$ cat config.mk
export PLATFORM = sky130hd
export DESIGN_NAME = pc_sequencer
export DESIGN_NICKNAME = d
export VERILOG_FILES = /design/src/rtl/pc_sequencer.sv
export SDC_FILE = /design/constraint.sdc
export NUM_CORES = 1
export LEC_CHECK = 0
export BUFFER_PORTS_ARGS = -buffer_cell sky130_fd_sc_hd__buf_2
export CORE_UTILIZATION = 45
export CTS_CLUSTER_SIZE = 28
export DETAILED_ROUTE_END_ITERATION = 10
export PLACE_DENSITY = 0.75
export RECOVER_POWER = 100
export SYNTH_ARGS = -nofsm -noshare
export SYNTH_HDL_FRONTEND = slang
export SYNTH_SLANG_ARGS = --single-unit
$ cat constraint.sdc
create_clock -name clk -period 5.7 [get_ports clk]
set_input_delay 0.57 -clock clk [delete_from_list [all_inputs] [get_ports clk]]
set_output_delay 0.57 -clock clk [all_outputs]
set_load 0.03 [all_outputs]
$ cat src/rtl/pc_sequencer.sv
// Program-counter stage: holds the fetch PC, steps sequentially or to a branch target,
// handshakes with instruction memory and remembers a branch taken while the PC is blocked.
module pc_sequencer #(
    parameter logic [63:0] RESET_PC = 64'h0,
    parameter int unsigned PC_STEP  = 4,
    parameter int unsigned CNT_W    = 32
) (
    input  logic                clk,
    input  logic                reset_n,
    input  logic                BLT,
    input  logic                BGE,
    input  logic signed [63:0]  Imm,
    input  logic                stall,
    input  logic                fetch_ready,
    output logic [63:0]         PC_Out,
    output logic                fetch_valid,
    output logic                redirect,
    output logic [CNT_W-1:0]    fetch_cnt,
    output logic                br_err
);

    typedef enum logic [1:0] {IDLE, FETCH, HOLD} state_t;

    state_t      state;
    logic        pend_vld;
    logic [63:0] pend_tgt;
    logic        taken;
    logic        advance;
    logic [63:0] target;
    logic [63:0] seq_pc;
    logic [63:0] next_pc;

    // Offsets are signed; the sum wraps modulo 2^64 with no overflow reporting.
    function automatic logic [63:0] wrap_add(input logic [63:0] base,
                                             input logic signed [63:0] ofs);
        return base + $unsigned(ofs);
    endfunction

    always_comb begin
        taken   = BLT | BGE;
        target  = wrap_add(PC_Out, Imm);
        seq_pc  = wrap_add(PC_Out, 64'(PC_STEP));
        advance = (state == FETCH) && fetch_valid && fetch_ready && !stall;
        next_pc = pend_vld ? pend_tgt : (taken ? target : seq_pc);
    end

    always_ff @(posedge clk) begin
        if (!reset_n) begin
            state       <= IDLE;
            PC_Out      <= RESET_PC;
            fetch_valid <= 1'b0;
            redirect    <= 1'b0;
            fetch_cnt   <= '0;
            br_err      <= 1'b0;
            pend_vld    <= 1'b0;
        end else begin
            if (BLT && BGE)
                br_err <= 1'b1;

            redirect <= 1'b0;
            if (advance) begin
                PC_Out    <= next_pc;
                redirect  <= pend_vld | taken;
                fetch_cnt <= fetch_cnt + CNT_W'(1);
                pend_vld  <= 1'b0;
            end else if (taken && !pend_vld) begin
                // First taken branch while blocked wins; later ones are dropped.
                pend_vld <= 1'b1;
                pend_tgt <= target;
            end

            case (state)
                IDLE: begin
                    state       <= FETCH;
                    fetch_valid <= 1'b1;
                end
                FETCH: begin
                    if (stall) begin
                        state       <= HOLD;
                        fetch_valid <= 1'b0;
                    end
                end
                HOLD: begin
                    if (!stall) begin
                        state       <= FETCH;
                        fetch_valid <= 1'b1;
                    end
                end
                default: begin
                    state       <= IDLE;
                    fetch_valid <= 1'b0;
                end
            endcase
        end
    end

endmodule

==> results of run 1 <==
==> synthesized netlist by cell type (all sizes together), types with 15 or more instances <==
cell type,count
buf,22
or3,17
a21oi,187
nor2,151
a211oi,15
clkbuf,61
nand3,47
nand4,57
nor3,32
a21o,21
o21bai,18
ha,65
dfxtp,101
o21ai,111
o211ai,21
nand2,153
and3,24
xnor2,67
edfxtp,64
xor2,74
inv,28
==> power breakdown <==
group          switching (uW)  internal, uW  total, uW  leakage [uW]
combinational             448           220        668       0.00327
sequential               55.9          1300       1360       0.00142
clock                     570           593       1160      0.000287
==> registers in the layout, summed over array words and instances, names as in the netlist <==
name	flops
pend_vld	1
redirect	1
state	2
br_err	1
PC_Out	64
fetch_cnt	32
pend_tgt	64
==> final cells by class <==
type | instances | area [um2] | share of cell area, %
Sequential cell | 165 | 3950 | 29.8
Multi-Input combinational cell | 1200 | 7400 | 55.9
Clock buffer | 18 | 439 | 3.32
Tap cell | 335 | 419 | 3.17
Timing Repair Buffer | 178 | 800 | 6.04
Inverter | 28 | 105 | 0.794
Clock inverter | 14 | 134 | 1.01
==> worst paths after layout <==
check	to	slack [ns]	depth (start not counted)
worst min register to register	br_err$_SDFFE_PN0P_	0.47	2
worst max register to register	pend_tgt[54]$_DFFE_PP_	1.50	12
worst max-delay path	pend_tgt[35]$_DFFE_PP_	1.45	4
worst min-delay path	state[1]$_SDFFE_PN0P_	0.42	2
==> per-stage QoR <==
| step | util (%) | cells | cell area [um2] |
|---|---|---|---|
| final | 51.1 | 1938 | 13200 |
| after global placement | 49.7 | 1906 | 12900 |
| after CTS | 51.9 | 1938 | 13400 |
| after detailed placement | 49.7 | 1906 | 12900 |
| after global routing | 51.1 | 1938 | 13200 |
| after floorplan | - | 1476 | 11800 |
==> metal layers <==
layer  share of wire (%)  wire (um)
met1                  43      16400
met2                  46      17300
met3                 7.3       2780
met4                 3.9       1470
met5                   0          0
==> placed cells by master, fill, tap and decap left out, types with 8 or more instances in the layout <==
| master | count |
|---|---|
| xor2_1 | 74 |
| nand4_1 | 57 |
| inv_1 | 28 |
| dfxtp_1 | 100 |
| o211ai_1 | 21 |
| a21oi_1 | 187 |
| nor4_1 | 11 |
| o21a_1 | 12 |
| or3_1 | 17 |
| buf_2 | 68 |
| and3_1 | 24 |
| ha_1 | 65 |
| o21bai_1 | 18 |
| a211oi_1 | 15 |
| o31ai_1 | 8 |
| buf_4 | 8 |
| nor2_1 | 148 |
| xnor2_1 | 67 |
| o21ai_0 | 108 |
| a21o_1 | 21 |
| a221oi_1 | 10 |
| nand2_1 | 153 |
| edfxtp_1 | 64 |
| clkbuf_16 | 17 |
| clkbuf_1 | 101 |
| nand3_1 | 46 |
| nor3_1 | 31 |
| a31oi_1 | 8 |
==> worst register-to-register path, delay by kind of cell, from the launching register on <==
family	cells	cell delay, ns
adder cells (fa/ha/maj)	2	0.62
XOR/XNOR	1	0.18
flip-flops	1	0.34
AND/OR/NAND/NOR	1	0.27
AO/OA/AOI/OAI	7	2.47
buffers and inverters	1	0.07
==> logic make-up (layout without fill, tap and decap cells) <==
kind of cell             after synthesis  count (layout)  share of synthesized area [%]
AND/OR/NAND/NOR                      535             535                           21.7
AO/OA/AOI/OAI                        454             454                           23.4
flip-flops                           165             165                           33.3
XOR/XNOR                             141             141                           10.4
buffers and inverters                111             238                           3.83
adder cells (fa/ha/maj)               67              67                           7.12
multiplexers                           3               3                          0.264
==> metrics.yaml, run 1 <==
grt_max_degree: 83
postCtsSetupRepairBufs: 0
final.setup.tns_ns: 0
dieArea_um2: 27000
drc: 0
grt_pass1_vias: 11100
htreeDepth: 4
area_growth_pct: 11.8
die_y_um: 164
fillers: 2538
cts_buffer_depth: 2
die_w_um: 164
gp_congestion: 0.938
drv_slew: 66
hold_viol: 0
worstPathCellList: "clkbuf_1 -> nand2_1 -> nor2_2 -> buf_12"
vias_per_cell: 6.09
worst-path-buf-inv: 2
slew_headroom_pct: -45.4
synth_top_area_share_pct: 17.1
min_from: "stall"
crit_path_max_incr_delay_ns: 1.54
cts-resized-gates: 0
fin_skew_ns: 0.0172
crit_path_start_kind: "primary input"
rows: 59
tightest_slew_ns: 2.18
place_ws_ns: 1.91
grt_use_total_pct: 28.2
setup_viol: 0
dpl.hpwl_mm: 26.8
synth_area_um2: 11800
nets: 1726
syn_inst: 1476
io-pin-count: 169
postRouteWirelength_mm: 37.9
vias: 11800
ys_seq_area_share_pct: 33.3
period_share_pct: 74.6
finalPower_uw: 3190
drtPass1Iterations: 5
grt_use_met1_pct: 36.8
violations: "max-capacitance violations, max-slew violations"
r2r_start: "PC_Out[0]$_SDFFE_PN0P_"
criticalPathCategory: "in -> reg"
avgSynthCellArea_um2: 8.02
ys_types: 79
fin_ws_ns: 1.45
ys.flop_type: "dfxtp_1"
max_freq_mhz: 235
hold_class: "in -> reg"
power.density_nw_per_um2: 241
worstPathArrival_ns: 4.38
startpoint: "reset_n"
grt_overflow_total: 0
synth_fp_nets: 1612
grt_antenna_before_repair: 0
cts.clk_slew.worst_paths_ns: 0.07
cp_max_fo: 36
clk_latency_ns: 0.45
coreArea_um2: 25900
p_leak_uw: 0.00497
io_buffer_count: 168
drv_cap: 2
synth_top_area_cell: "dfxtp_1"
ys_warn_count: 0
antenna_cells: 0
busiest_layer: "met2"
cp-end-kind: "register"
cts_tree: "yes"
status: "complete, but fails checks"
met2_usage_pct: 46.1
drtAntennaViolNets: 0
critical_path.slowest_cell: "nor2_2"
async_flop_share_pct: 0
crit_family: "simple AND/OR/NAND/NOR gates"
hold_buffers: 0
cts_buffers: 17
wl_per_cell_um: 19.6
synth-edff-count: 64
root_buffer: "clkbuf_16"
fin_crit_ns: 4.25
rsz0062_at_grt: "false"
synth.area.top_cells: "dfxtp_1, edfxtp_1, a21oi_1"
start_util_pct: 45.7
grt_pass1_wl_mm: 59.2
synth_seq_cells: 165
first_iter_violations: 980
layout-drive-gt1-share_pct: 7.99
hold_ws_ns: 0.421
met3_usage_pct: 3.91
ir_drop_mv: 0.163
cp.required_ns: 5.83
cts.sinks: 165
Power figures use the tool's default switching activity.
==> run 2, diff against run 1 <==
Clock period 5.7 ns to 4.3 ns, I/O delays scaled along.
==> run 2 against run 1 <==
Net effect: the run still ends with max-capacitance violations, max-slew violations left; final cell count grew 0.57%; design area up 0.47%; flip-flop and latch count stayed put; core utilization rose by 0.24 points; hold slack got worse by 0.16 ns; register-to-register slack got worse by 0.97 ns; combinational power grew 34%; non-clock buffer count rose by 11; via count is 0.86% higher; die area stayed put; sequential power up 32%; global-route usage is 0.061 points higher; largest power group unchanged.
==> metrics.yaml, run 2 (same netlist as run 1, synthesis figures left out) <==
status: "complete, but fails checks"
violations: "max-capacitance violations, max-slew violations"
dieArea_um2: 27000
rows: 59
period_share_pct: 87.8
hold_ws_ns: 0.264
cts_buffers: 17
area_growth_pct: 12.3
postRouteWirelength_mm: 38.1
finalPower_uw: 4200
vias: 11900
max_freq_mhz: 265
cts.clk_slew.worst_paths_ns: 0.08
reg_top3: "PC_Out x64, pend_tgt x64, fetch_cnt x32"
antenna_cells: 0
io-pin-count: 169
grt_max_degree: 81
nets: 1737
start_util_pct: 45.7
drv_slew: 88
cts-resized-gates: 0
slew_headroom_pct: -82.0
ir_drop_mv: 0.246
power.density_nw_per_um2: 316
gp_congestion: 0.969
fin_crit_ns: 3.77
drtAntennaViolNets: 0
grt_pass1_vias: 11200
clk_latency_ns: 0.44
worstReg2RegEnd: "pend_tgt[57]$_DFFE_PP_"
root_buffer: "clkbuf_16"
grt_antenna_before_repair: 0
grt_use_total_pct: 28.3
final_common_cell: "a21oi_1"
io_buffer_count: 168
fin_skew_ns: 0.0153
cts_tree: "yes"
first_iter_violations: 1172
p_leak_uw: 0.00501
postCtsSetupRepairBufs: 0
cts_buffer_depth: 2
hold_buffers: 0
cp.required_ns: 4.48
crit_path_end: "pend_tgt[57]$_DFFE_PP_"
htreeDepth: 4
layout-drive-gt1-share_pct: 8.30
cts.sinks: 165
wl_per_cell_um: 19.6
hold_viol: 0
startpoint: "PC_Out[4]$_SDFFE_PN0P_"
dp_cells: 1917
criticalPathCategory: "reg -> reg"
crit_path_start_kind: "register"
vias_per_cell: 6.11
cp-end-kind: "register"
r2r_setup_slack_ns: 0.53
final_cell_mix: "a21oi_1, nand2_1, nor2_1"
drv_cap: 2
die_w_um: 164
coreArea_um2: 25900
fillers: 2536
drtPass1Iterations: 7
hold_class: "in -> reg"
drc: 0
grt_pass1_wl_mm: 59.7
die_y_um: 164
fin_cells: 1949
rsz0062_at_grt: "false"
grt_overflow_total: 0
r2r_start: "PC_Out[4]$_SDFFE_PN0P_"
tightest_slew_ns: 2.73
setup_viol: 0
rr_worst_depth: 11
worstPathArrival_ns: 3.95
dpl.hpwl_mm: 27.3
cp_max_fo: 6
final.setup.tns_ns: 0
==> run 2: per-layer routing <==
metal | wire, um | share of wire, % | global-route usage (%) | vias up
li1 | - | - | - | 5654
met1 | 16200 | 43 | 36.9 | 5589
met2 | 17000 | 44 | 45.4 | 555
met3 | 3310 | 8.7 | 4.80 | 105
met4 | 1640 | 4.3 | 13.3 | 0
met5 | 0 | 0 | 0 | -
==> run 2: metrics by stage <==
stage	setup WS [ns]	util, %	area, um2
global placement	0.723	50.0	12900
CTS	0.783	52.1	13500
global route	0.230	51.3	13300
detailed placement	0.649	50.0	12900
finish	0.525	51.3	13300
floorplan	0.935	-	11800
==> run 2: layout make-up <==
type                            instances  area (um2)  share of cell area, %
Clock inverter                         12        90.1                  0.677
Tap cell                              335         419                   3.15
Multi-Input combinational cell       1200        7420                   55.8
Clock buffer                           20         468                   3.52
Inverter                               28         105                  0.790
Sequential cell                       165        3950                   29.7
Timing Repair Buffer                  189         857                   6.44
==> run 2: worst min-delay path by stage <==
stage | from | to | slack (ns) | cells after the start
2_1_floorplan | pend_tgt[0]$_DFFE_PP_ | PC_Out[0]$_SDFFE_PN0P_ | 0.47 | 1
3_3_place_gp | br_err$_SDFFE_PN0P_ | br_err$_SDFFE_PN0P_ | 0.44 | 2
3_5_place_dp | br_err$_SDFFE_PN0P_ | br_err$_SDFFE_PN0P_ | 0.45 | 2
4_1_cts | stall | state[1]$_SDFFE_PN0P_ | 0.26 | 2
5_1_grt | stall | state[1]$_SDFFE_PN0P_ | 0.27 | 2
6_report | stall | state[1]$_SDFFE_PN0P_ | 0.26 | 2
==> run 2: critical path, stage by stage, from the launching register on <==
cell       delay (ns)
dfxtp_1          0.44
ha_1             0.32
a21oi_1          0.24
nand2_1          0.14
o2111ai_1        0.35
nand3_1          0.15
a21oi_1          0.41
o21ai_0          0.38
a21oi_1          0.50
o21ai_1          0.22
a21boi_0         0.26
xnor2_1          0.09
==> run 2: where the power goes <==
part / leakage [uW] / internal (uW) / switching [uW] / total (uW)
logic: 0.00331 / 294 / 598 / 893
clock network: 0.000284 / 801 / 709 / 1510
registers: 0.00142 / 1730 / 70.4 / 1800
